[src/rtl/zeroriscy_rf_wport_sched.sv]
// Write-port scheduler for the single-write-port register file: arbitrates the ALU
// writeback against an in-order load queue. Optional forwarding: ZERORISCY_RF_WPORT_FWD_EN.
module zeroriscy_rf_wport_sched #(
    parameter int DATA_WIDTH = 32,
    parameter int LSU_DEPTH  = 2,
    parameter bit RV32E      = 1'b0
) (
    input  logic                  clk,
    input  logic                  rst,
    input  logic                  alu_we_i,
    input  logic [4:0]            alu_waddr_i,
    input  logic [DATA_WIDTH-1:0] alu_wdata_i,
    output logic                  alu_gnt_o,
    input  logic                  lsu_issue_i,
    input  logic [4:0]            lsu_issue_addr_i,
    output logic                  lsu_issue_rdy_o,
    input  logic                  lsu_rvalid_i,
    input  logic [DATA_WIDTH-1:0] lsu_rdata_i,
    input  logic [4:0]            raddr_a_i,
    input  logic [4:0]            raddr_b_i,
    output logic                  busy_a_o,
    output logic                  busy_b_o,
    output logic                  fwd_a_o,
    output logic                  fwd_b_o,
    output logic [DATA_WIDTH-1:0] fwd_data_a_o,
    output logic [DATA_WIDTH-1:0] fwd_data_b_o,
    output logic                  rf_we_o,
    output logic [4:0]            rf_waddr_o,
    output logic [DATA_WIDTH-1:0] rf_wdata_o,
    output logic                  proto_err_o
);

    localparam int PW = $clog2(LSU_DEPTH);
    localparam logic [PW:0] FULL_CNT = (PW+1)'(LSU_DEPTH);

    logic [4:0]            r_addr [LSU_DEPTH];
    logic [DATA_WIDTH-1:0] r_data [LSU_DEPTH];
    logic [LSU_DEPTH-1:0]  r_valid;
    logic [LSU_DEPTH-1:0]  r_filled;
    logic [PW-1:0]         r_head;
    logic [PW-1:0]         r_tail;
    logic [PW-1:0]         r_fill;
    logic [PW:0]           r_count;
    logic                  r_proto_err;

    logic [LSU_DEPTH-1:0]  w_match_alu;
    logic [LSU_DEPTH-1:0]  w_match_a;
    logic [LSU_DEPTH-1:0]  w_match_b;
    logic                  w_full;
    logic                  w_head_filled;
    logic                  w_alu_hz;
    logic                  w_alu_gnt;
    logic                  w_drain;
    logic                  w_push;
    logic                  w_has_unfilled;
    logic                  w_fill;

    function automatic logic addr_eq(input logic [4:0] a, input logic [4:0] b);
        if (RV32E) return a[3:0] == b[3:0];
        else       return a == b;
    endfunction

    function automatic logic addr_nz(input logic [4:0] a);
        if (RV32E) return a[3:0] != 4'd0;
        else       return a != 5'd0;
    endfunction

    generate
        for (genvar gi = 0; gi < LSU_DEPTH; gi++) begin : g_match
            assign w_match_alu[gi] = r_valid[gi] && addr_eq(r_addr[gi], alu_waddr_i);
            assign w_match_a[gi]   = r_valid[gi] && addr_eq(r_addr[gi], raddr_a_i);
            assign w_match_b[gi]   = r_valid[gi] && addr_eq(r_addr[gi], raddr_b_i);
        end
    endgenerate

    // A full queue with a ready head must drain first, otherwise no new load could ever issue.
    assign w_full         = (r_count == FULL_CNT);
    assign w_head_filled  = r_valid[r_head] && r_filled[r_head];
    assign w_alu_hz       = alu_we_i && addr_nz(alu_waddr_i) && (|w_match_alu);
    assign w_alu_gnt      = !rst && alu_we_i && !w_alu_hz && !(w_full && w_head_filled);
    assign w_drain        = !rst && w_head_filled && !w_alu_gnt;
    assign w_push         = !rst && lsu_issue_i && !w_full;
    assign w_has_unfilled = r_valid[r_fill] && !r_filled[r_fill];
    assign w_fill         = !rst && lsu_rvalid_i && w_has_unfilled;

    assign alu_gnt_o       = w_alu_gnt;
    assign lsu_issue_rdy_o = rst || !w_full;
    assign proto_err_o     = r_proto_err;

    always_comb begin
        rf_we_o    = 1'b0;
        rf_waddr_o = 5'd0;
        rf_wdata_o = '0;
        if (w_alu_gnt) begin
            rf_we_o    = addr_nz(alu_waddr_i);
            rf_waddr_o = alu_waddr_i;
            rf_wdata_o = alu_wdata_i;
        end else if (w_drain) begin
            rf_we_o    = addr_nz(r_addr[r_head]);
            rf_waddr_o = r_addr[r_head];
            rf_wdata_o = r_data[r_head];
        end
    end

`ifdef ZERORISCY_RF_WPORT_FWD_EN
    typedef struct packed {
        logic                  busy;
        logic                  fwd;
        logic [DATA_WIDTH-1:0] data;
    } rd_res_t;

    // Walk the queue oldest-to-youngest; the last match is the value the register will end up with.
    function automatic rd_res_t lookup(input logic [LSU_DEPTH-1:0] match, input logic [4:0] raddr);
        rd_res_t               res;
        logic                  found;
        logic                  last_filled;
        logic                  older_unfilled;
        logic [DATA_WIDTH-1:0] last_data;
        logic [PW-1:0]         idx;
        res            = '0;
        found          = 1'b0;
        last_filled    = 1'b0;
        older_unfilled = 1'b0;
        last_data      = '0;
        idx            = '0;
        for (int k = 0; k < LSU_DEPTH; k++) begin
            idx = r_head + PW'(k);
            if (match[idx]) begin
                older_unfilled = older_unfilled | (found & !last_filled);
                found          = 1'b1;
                last_filled    = r_filled[idx];
                last_data      = r_data[idx];
            end
        end
        res.fwd  = found && last_filled;
        res.data = res.fwd ? last_data : '0;
        res.busy = found && (!last_filled || older_unfilled);
        if (!addr_nz(raddr)) res = '0;
        return res;
    endfunction

    rd_res_t w_res_a;
    rd_res_t w_res_b;

    always_comb begin
        w_res_a = '0;
        w_res_b = '0;
        if (!rst) begin
            w_res_a = lookup(w_match_a, raddr_a_i);
            w_res_b = lookup(w_match_b, raddr_b_i);
        end
    end

    assign busy_a_o     = w_res_a.busy;
    assign busy_b_o     = w_res_b.busy;
    assign fwd_a_o      = w_res_a.fwd;
    assign fwd_b_o      = w_res_b.fwd;
    assign fwd_data_a_o = w_res_a.data;
    assign fwd_data_b_o = w_res_b.data;
`else
    assign busy_a_o     = !rst && addr_nz(raddr_a_i) && (|w_match_a);
    assign busy_b_o     = !rst && addr_nz(raddr_b_i) && (|w_match_b);
    assign fwd_a_o      = 1'b0;
    assign fwd_b_o      = 1'b0;
    assign fwd_data_a_o = '0;
    assign fwd_data_b_o = '0;
`endif

    // Drain, push and fill never target the same entry, so their updates can stack freely.
    always_ff @(posedge clk) begin
        if (rst) begin
            r_valid     <= '0;
            r_filled    <= '0;
            r_head      <= '0;
            r_tail      <= '0;
            r_fill      <= '0;
            r_count     <= '0;
            r_proto_err <= 1'b0;
        end else begin
            r_proto_err <= lsu_rvalid_i && !w_has_unfilled;
            if (w_drain) begin
                r_valid[r_head]  <= 1'b0;
                r_filled[r_head] <= 1'b0;
                r_head           <= r_head + 1'b1;
            end
            if (w_push) begin
                r_valid[r_tail]  <= 1'b1;
                r_filled[r_tail] <= 1'b0;
                r_tail           <= r_tail + 1'b1;
            end
            if (w_fill) begin
                r_filled[r_fill] <= 1'b1;
                r_fill           <= r_fill + 1'b1;
            end
            r_count <= r_count + {{PW{1'b0}}, w_push} - {{PW{1'b0}}, w_drain};
        end
    end

    always_ff @(posedge clk) begin
        if (w_push) r_addr[r_tail] <= lsu_issue_addr_i;
        if (w_fill) r_data[r_fill] <= lsu_rdata_i;
    end

endmodule

[config.mk]
export PLATFORM = sky130hd
export DESIGN_NAME = zeroriscy_rf_wport_sched
export DESIGN_NICKNAME = d
export VERILOG_FILES = /design/src/rtl/zeroriscy_rf_wport_sched.sv
export SDC_FILE = /design/constraint.sdc
export NUM_CORES = 1
export LEC_CHECK = 0
export ABC_AREA = 1
export CAP_MARGIN = 20
export CORE_AREA = 5 5 113 115
export DETAILED_ROUTE_END_ITERATION = 7
export DIE_AREA = 0 0 118 120
export PLACE_DENSITY = 0.72
export SLEW_MARGIN = 20
export SYNTH_ARGS = -nofsm -noshare
export SYNTH_HDL_FRONTEND = slang
export SYNTH_SLANG_ARGS = --single-unit
export TNS_END_PERCENT = 5
[constraint.sdc]
create_clock -name clk -period 8.5 [get_ports clk]
set_clock_uncertainty 0.2 [all_clocks]
set_input_delay 2.125 -clock clk [delete_from_list [all_inputs] [get_ports clk]]
set_output_delay 2.125 -clock clk [all_outputs]
set_load 0.02 [all_outputs]
### Word-level counts from Yosys, hierarchy flattened

Memories as Yosys holds them, arrays and structs flattened. A register that Yosys moved wholly into a read port is not among the register bits.
Cells that the tools add are included.

* bits in registers: 10
* bits in writable memories: 74
* input bits: 89
* output and inout bits: 109
* logic and storage cells: 113
* memories: 2

* $add $sub $neg: 5
* $lt $le $gt $ge: 6
* equal/unequal tests: 7
* muxes and demuxes: 36
* bitwise logic cells: 7
* reductions and logical operators: 43

Memory list
* r_data: words 2, bits a word 32, read ports 1, clocked after Yosys merged registers in 1, write ports 1, line 37 `logic [DATA_WIDTH-1:0] r_data [LSU_DEPTH];`
* r_addr: words 2, bits a word 5, read ports 3, clocked after Yosys merged registers in 1, write ports 1, line 36 `logic [4:0] r_addr [LSU_DEPTH];`

Operators by type and width (number)
* $mux 32: 2
* $eq 5x5->1: 6
* $logic_and 1x1->1: 28
* $mux 1: 21
* $reduce_bool 5->1: 4
* $mux 2: 8
* $mux 5: 2
* $logic_not 1->1: 7
* $and 2x2->2: 3
* $lt 1x2->1 const B: 3
* $reduce_or 2->1: 3
* $not 2->2: 2
* $or 2x2->2: 2
* $add 1x1->1 const B: 3
* $demux 1 s1: 3
* $ge 1x1->1 const B: 3
* $add 2x1->2: 1
* $eq 2x2->1 const B: 1
* $sub 2x1->2: 1
* $logic_or 1x1->1: 1

### Longest topological paths before layout

Gate-level depths: netlist of run 1.
An unclocked memory read counts as a cell.

* depth in word-level cells: 17
* depth in mapped cells: 16
* depth with buffers taken out: 16

### Worst setup path before layout of run 1

Ideal clock, no wire load.

* path type: input to output
* start point: input alu_waddr_i[0]
* end point: output rf_wdata_o[0]
* arrival: 3273 ps
* data required time: 6175 ps
* slack: 2902 ps
* stages on the path: 9
* buffers on the path: 0
* cell sequence: inv_1 nor2_1 nor2_1 nand3_1 nand2_1 nand2_1 nand2_4 nand2_4 o21ai_0

* longest elaborated chain between the ends: 11
* elaborated cells on any way between the ends: 15
* those cells by class: eq/ne: 2; mux: 2; reduce/logical: 11

RTL lines
* from (decl): line 11 `input logic [4:0] alu_waddr_i,`
* $eq 5x5->1: line 60 `else return a == b;`
* $logic_and 1x1->1: line 70 `assign w_match_alu[gi] = r_valid[gi] && addr_eq(r_addr[gi], alu_waddr_i);`
* $reduce_or 2->1: line 79 `assign w_alu_hz = alu_we_i && addr_nz(alu_waddr_i) && (|w_match_alu);`
* $logic_and 1x1->1 (*): line 79
* $logic_not 1->1 (*): line 80 `assign w_alu_gnt = !rst && alu_we_i && !w_alu_hz && !(w_full && w_head_filled);`
* $logic_and 1x1->1 (*) (2 in a row): line 80
* $logic_not 1->1: line 81 `assign w_drain = !rst && w_head_filled && !w_alu_gnt;`
* $logic_and 1x1->1: line 81
* $mux 32: line 98 `end else if (w_drain) begin`
* $mux 32 (*): line 94 `if (w_alu_gnt) begin`
* to (decl): line 29 `output logic [DATA_WIDTH-1:0] rf_wdata_o,`

Mark *: on every way between the ends. The rest lies on a longest branch, timed or not.

### Final worst setup path of run 1

* start point: input rst
* end point: output rf_wdata_o[12]

* longest elaborated chain between the ends: 8
* elaborated cells on any way between the ends: 9
* those cells by class: mux: 2; reduce/logical: 7

RTL lines
* from (decl): line 9 `input logic rst,`
* $logic_not 1->1 (*): line 80, 81
* $logic_and 1x1->1 (3 in a row): line 80
* $logic_not 1->1: line 81
* $logic_and 1x1->1: line 81
* $mux 32: line 98
* $mux 32 (*): line 94

Marked as above.

==> impl_results.md, run 1 <==
* Final critical delay including setup and external delays at 7.129 ns
* Placement Cell Area at roughly 0.0057 mm^2
* Ratio of cells with drive above 1 in the final layout at 0.07106
* Crit-path slowest cell: sky130_fd_sc_hd__clkdlybuf4s50_1
* Period Utilization, post-route at 0.8387
* Synthesis-to-finish area growth at 33.72%
* Signal arrival time at the worst endpoint at around 4.8 ns
* Via count at about 3400
* Setup violation total in the final timing report at 0
* Met1 wire length at between 4000 and 5000 um
* Post-synthesis sequential element count at 85
* Pin count of the biggest net entering global routing at 38
* Unrepaired setup endpoints after global routing: no
* Global route total overflow at 0
* Placer's final routability congestion estimate at 0.9774
* Number of buffers created by CTS at 9
* Post-synthesis sequential area ratio at 0.5373
* Aggregate routed wire length at roughly 11000 um
* Storage cell area at 0.002444 mm^2
* Clock latency at the later pin of the worst-skew pair at about 0.33 ns
* TritonCTS clock tree: yes
* Number of antenna violations at the first check in global routing at 0
* Met2 layer wire length in the routed design at about 5400 um
* Setup bufs post-CTS at 0
* Leak at 2.288 nW
* Critical Path Max Stage Delay at around 0.63 ns
* Synthesized instance count at about 440
* Endpoints failing hold at 0
* Mean instance size in the synthesized netlist at between 10 and 15 um^2
* Highest metal layer used by the detailed router: met4
* CP Cell Sequence: clkdlybuf4s50_1 -> inv_1 -> nand2_1 -> a21oi_1 -> nand2_4 -> inv_2 -> nand2_1 -> o21ai_1 -> clkdlybuf4s50_1
* PD cells at approximately 180 mW/mm^2
* Die area at 0.01416 mm^2
* Outcome: completed
* Detailed placement HPWL at approximately 8400 um
* Critical path data required time at a little over 6 ns
* Resize count post-CTS at 0
* Number of buffers inserted for hold repair after clock tree synthesis at 0
* Antenna diode count at 0
* Die boundary width at 118 um
* Capturing element type of the critical path: output pin
* Crit-path max FO at 34
* Number of synthesis warnings at 0
* Max Fclk at around 140 MHz
* Total number of nets in the final design at around 660
* Total length of routed met3 wires at ~1200 um
* Number of search-and-repair iterations in the first detailed-routing pass at 4
* Post-Syn Area at roughly 0.0045 mm^2
* Post-route DRC violation count at 0
* Number of core rows at 40
* Die Ht at about 120 um
* Measured slew at the worst slew-check pin at 1.005 ns
* Clock sink count at 85
* Global-route wire length before repair at 17010 um
* Number of max-slew violations in the final report at 0
* Vias per cell at around 4.7
* Worst hold path type: flop to flop
* Count of port buffers added during placement at roughly 130
* Worst-case vdd ir drop at 0.0001230 V
* Root buffer cell: sky130_fd_sc_hd__clkbuf_16
* Critical Path Start Type: input pin
* Max-cap viol count at 0
* WL per Instance at between 15 and 20 um
* Final setup TNS at 0 ns
* Core region area at around 0.012 mm^2
* Cell area after layout at around 0.0061 mm^2
* Antenna Violating Nets Remaining at 0
* Initial core utilization at 0.3881
* Area of the multi-input gates at between 0.0015 and 0.002 mm^2
* Vias in the first global route at 3503
* Type of the setup path with the least slack: input pin to output pin
* Clock Path Buffers at 2
* Worst relative slew slack at 0.3282
* Number of primary I/O pins at between 150 and 200
* Distinct cell type count of the synthesized netlist at 30
* Worst-path clk slew at 0.06 ns
* Fill cells at roughly 1000
* CTS H-tree depth at 3
* Count of routing violations after the opening detailed-route iteration at 237
* Global-route usage over all layers at 0.1508
## per-layer routing
layer  vias to the layer above  global-route usage
met5                         -                   0
met2                       203              0.2663
li1                       1655                   -
met4                         0             0.06237
met1                      1557              0.1629
met3                        23             0.05514
## path summary, 6_finish.rpt
path	start	to	slack [ns]	cells after the start
setup / recovery	rst	rf_wdata_o[12]	1.37	9
hold / removal	r_count[1]	r_count[1]	0.28	1
setup reg to reg	r_addr[0][1]	r_count[1]	5.56	16
hold reg to reg	r_count[1]	r_count[1]	0.28	1
## layout make-up
cell class | instances | share of cell area
Inverter | 37 | 0.02285
Clock inverter | 7 | 0.01976
Timing Repair Buffer | 132 | 0.2170
Clock buffer | 9 | 0.03705
Multi-Input combinational cell | 307 | 0.2711
Sequential cell | 85 | 0.4020
Tap cell | 147 | 0.03026
## state kept, by name (all words and copies together) (netlist names), named ones only
| name | flops |
|---|---|
| r_head | 1 |
| r_data | 64 |
| r_tail | 1 |
| r_valid | 2 |
| r_addr | 10 |
| proto_err_o | 1 |
| r_count | 2 |
| r_fill | 1 |
| r_filled | 2 |
## synthesized netlist by cell type, drive strengths merged
cell	n	area, um^2
edfxtp	74	2222
mux2i	32	320.3
o21ai	49	301.6
nand3b	1	7.510
nand4	1	6.260
o41ai	1	8.760
xnor2	2	17.52
xor2	3	26.28
nand2	87	341.6
conb	1	3.750
clkbuf	1	3.750
nor3	3	15.01
a221oi	6	52.55
nor3b	1	7.510
dfxtp	11	220.2
ha	2	25.02
o22ai	8	50.05
buf	76	571.8
nor2	20	75.07
a211oi	1	7.510
inv	37	138.9
nand3	14	70.07
a21oi	9	45.04
or4	1	7.510
## stage by stage
stage	setup WS (ns)	power [mW]	hold WS [ns]	std cells	util
global placement	1.435	0.6352	0.2362	708	0.4895
finish	1.371	1.072	0.2825	724	0.5190
CTS	1.339	1.081	0.2835	724	0.5190
floorplan	2.902	0.5833	0.2227	506	-
detailed placement	1.342	0.6370	0.2708	708	0.4895
global route	1.140	1.116	0.3031	724	0.5190
## worst max-delay path: cells and delay by family
kind                   cells  cell delay (ns)
buffers and inverters      4             1.88
and+or+nand+nor            3             0.39
AOI/OAI and AO/OA          2             0.35
## report_power, final
part,switching [mW],internal [mW]
Sequential,0.00716,0.465
Clock,0.155,0.288
Combinational,0.0878,0.0686
## cells in the final DEF (no fill, tap or decap), drive strengths merged
master and n:
clkbuf 9, mux2i 32, edfxtp 74, o41ai 1
clkdlybuf4s50 131, a211oi 1, nor2 20, nand2 87
a21oi 9, nand4 1, xnor2 2, clkinvlp 1
nor3b 1, clkinv 1, nor3 3, ha 2
o22ai 8, a221oi 6, or4 1, buf 1
nand3b 1, nand3 14, conb 66, o21ai 49
dfxtp 11, xor2 3, inv 39, bufinv 3
## logic make-up after synthesis
family,synth area share
buf+inv,0.1572
simple gates,0.1167
other cells,0.0008250
flops,0.5373
compound gates,0.1024
xor+xnor,0.009636
fa+ha+maj,0.005504
mux,0.07047
Note: power is estimated with default switching activity, not from simulation.
==> run 2, diff against run 1 <==
- clock period: 8.5 -> 6.6 ns (I/O delays scaled with it)
==> run 2 against run 1 <==
Against the previous run: die area unchanged; clock-buffer cell count did not move; register-to-register slack worse by 1.9 ns; non-clock buffer count is 1 higher; flip-flop and latch count did not move; cell count did not move; worst setup slack got worse by 0.82 ns; largest power group unchanged.
==> impl_results.md, run 2 (synthesized netlist as in run 1, its figures left out) <==
* Global route total overflow at 0
* Capturing element type of the critical path: output pin
* Count of routing violations after the opening detailed-route iteration at roughly 270
* Vias per cell at ~4.7
* Setup violation total in the final timing report at 0
* Worst slack, placed at around 0.56 ns
* CP Cell Sequence: clkdlybuf4s50_1 -> inv_1 -> nand2_1 -> nand2_1 -> nor2_1 -> nand3_1 -> nand2_1 -> nand2_1 -> nand2_4 -> inv_2 -> nand2_1 -> o21ai_1 -> clkdlybuf4s50_1
* Commonest cells after routing, fill and taps aside: sky130_fd_sc_hd__clkdlybuf4s50_1 (131), sky130_fd_sc_hd__nand2_1 (85), sky130_fd_sc_hd__edfxtp_1 (74)
* Worst relative slew slack at 0.3537
* Cell area after layout at ~0.0060 mm^2
* Signal arrival time at the worst endpoint at 4.20 ns
* WL per Instance at around 15 um
* Period Utilization, post-route at 0.9161
* Design internal power at ~0.97 mW
* Number of primary I/O pins at 198
* PD cells at roughly 210 mW/mm^2
* Resize count post-CTS at 0
* Endpoints failing hold at 0
* Crit-path slowest cell: sky130_fd_sc_hd__clkdlybuf4s50_1
* Synthesis-to-finish area growth at 32.45%
* Final worst slack at between 0.5 and 0.6 ns
* Measured slew at the worst slew-check pin at 0.9672 ns
* Terminus of the critical flop-to-flop path: r_count[1]
* R2r worst-path depth at 16
* Count of port buffers added during placement at around 130
* Final setup TNS at 0 ns
* Fin util at 0.5141
* Max Fclk at 165.4 MHz
* Met2 capacity usage during global routing at 0.2740
* Crit-path max FO at 34
* Unrepaired setup endpoints after global routing: no
* Clock latency at the later pin of the worst-skew pair at 0.32 ns
* Met1 Use GR at 0.1730
* Clock sink count at 85
* Number of core rows at 40
* Clock Path Buffers at 2
* Register with the highest flop count: r_data
* Worst hold path type: flop to flop
* Hold Path Cell Cnt at 1
* Aggregate routed wire length at ~11000 um
* Post-route DRC violation count at 0
* Die Ht at approximately 120 um
* Number of buffers inserted for hold repair after clock tree synthesis at 0
* Pin count of the biggest net entering global routing at 38
* Total number of nets in the final design at ~660
* End point of the worst hold path: r_count[1]
* Critical path data required time at ~4.8 ns
* Worst-case vdd ir drop at between 0.0001 and 0.00015 V
* Core region area at between 0.01 and 0.015 mm^2
* Initial core utilization at 0.3881
* CP Buf/Inv Count at 4
* Number of antenna violations at the first check in global routing at 0
* Net switching fraction of the power at 0.2409
* Global-route usage over all layers at 0.1577
* Detailed placement HPWL at between 8000 and 9000 um
* Most frequent standard cell in the layout excluding fill and tap cells: sky130_fd_sc_hd__clkdlybuf4s50_1
* Cell repeated most along the worst path: sky130_fd_sc_hd__nand2_1
* Max-cap viol count at 0
* Part of the total power dissipated in combinational logic at 0.158
* Critical Path Max Stage Delay at 0.64 ns
* Number of flip-flops under the largest register name at 64
* Type of the setup path with the least slack: input pin to output pin
* Outcome: completed
* CTS H-tree depth at 3
* GRT met3 Usage at 0.05891
* Die boundary width at approximately 120 um
* TritonCTS clock tree: yes
* Global-route wire length before repair at ~18000 um
* Number of search-and-repair iterations in the first detailed-routing pass at 4
* Leak at 2.264 nW
* Startpoint of the tightest hold check path: r_count[1]
* Share of power burned in registers at 0.474
* Largest registers: r_data (64), r_addr (10)
* Top delay family on crit path: buffers and inverters
* Net switching power at 0.3094 mW
* Vias in the first global route at approximately 3500
* FF-to-FF setup slack at about 3.7 ns
* Antenna diode count at 0
* Number of buffers created by CTS at 9
* Ratio of cells with drive above 1 in the final layout at 0.06586
* Placement Cell Area at approximately 0.0057 mm^2
* Setup bufs post-CTS at 0
* Final critical delay including setup and external delays at ~6.0 ns
* Root buffer cell: sky130_fd_sc_hd__clkbuf_16
* Critical Path Start Type: input pin
* Reg2reg start: r_addr[0][3]
* Antenna Violating Nets Remaining at 0
* Most Used Layer, Global Route: met2
* Placer's final routability congestion estimate at about 1
* Clock power share at 0.368
* Via count at about 3400
* Worst-path clk slew at around 0.060 ns
* Die area at 0.01416 mm^2
* Total power at around 1.3 mW
* Number of max-slew violations in the final report at 0
[run 2: layer usage]
layer  vias to the layer above  part of all wire
met5                         -                 0
li1                       1654                 -
met3                        23              0.10
met1                      1545              0.38
met4                         0             0.031
met2                       200              0.48
[run 2: how the worst max path moves through the flow]
stage	depth (start not counted)	start	slack, ns	end
2_1_floorplan	9	alu_waddr_i[0]	1.95	rf_wdata_o[0]
3_3_place_gp	9	alu_waddr_i[3]	0.55	rf_wdata_o[21]
3_5_place_dp	13	alu_waddr_i[4]	0.56	rf_wdata_o[21]
4_1_cts	13	alu_waddr_i[4]	0.52	rf_wdata_o[21]
5_1_grt	14	alu_waddr_i[3]	0.29	rf_waddr_o[2]
6_report	13	alu_waddr_i[4]	0.55	rf_wdata_o[21]
[run 2: worst register-to-register path: stages (launching register included)]
cell                       delay [ns]
sky130_fd_sc_hd__edfxtp_1        0.45
sky130_fd_sc_hd__inv_1           0.20
sky130_fd_sc_hd__nand2_1         0.07
sky130_fd_sc_hd__nand2_1         0.06
sky130_fd_sc_hd__nor2_1          0.05
sky130_fd_sc_hd__nand3_1         0.07
sky130_fd_sc_hd__nand2_1         0.05
sky130_fd_sc_hd__nand2_1         0.10
sky130_fd_sc_hd__nand2_4         0.11
sky130_fd_sc_hd__nand2_4         0.41
sky130_fd_sc_hd__inv_1           0.17
sky130_fd_sc_hd__ha_1            0.33
sky130_fd_sc_hd__inv_1           0.04
sky130_fd_sc_hd__ha_1            0.17
sky130_fd_sc_hd__xor2_1          0.15
sky130_fd_sc_hd__o21ai_0         0.15
sky130_fd_sc_hd__a21oi_1         0.05
[run 2: through the flow]
stage | cells | hold slack [ns]
final | 724 | 0.2561
after global placement | 709 | 0.2336
after detailed placement | 709 | 0.2468
after global routing | 724 | 0.2972
after floorplan | 506 | 0.2227
after CTS | 724 | 0.2530
[run 2: layout make-up]
class | instances | area (um^2)
fillers | 1041 | 5690
clock inverters | 6 | 55.05
well taps | 147 | 183.9
flip-flops and latches | 85 | 2444
multi-input cells | 307 | 1648
clock buffers | 9 | 225.2
repair buffers | 133 | 1326
inverters | 37 | 138.9
[run 2: power groups by stage]
stage	combinational (mW)	clock (mW)	sequential (mW)
final	0.203	0.472	0.609
after global routing	0.219	0.513	0.610
after CTS	0.203	0.487	0.609
after detailed placement	0.202	0	0.620
after global placement	0.200	0	0.620
after floorplan	0.135	0	0.617
==> run 3, diff against run 2 <==
- SETUP_SLACK_MARGIN: unset -> 0.15
==> results of run 3 <==
No change in the layout: final DEF, timing and power equal those of run 2.
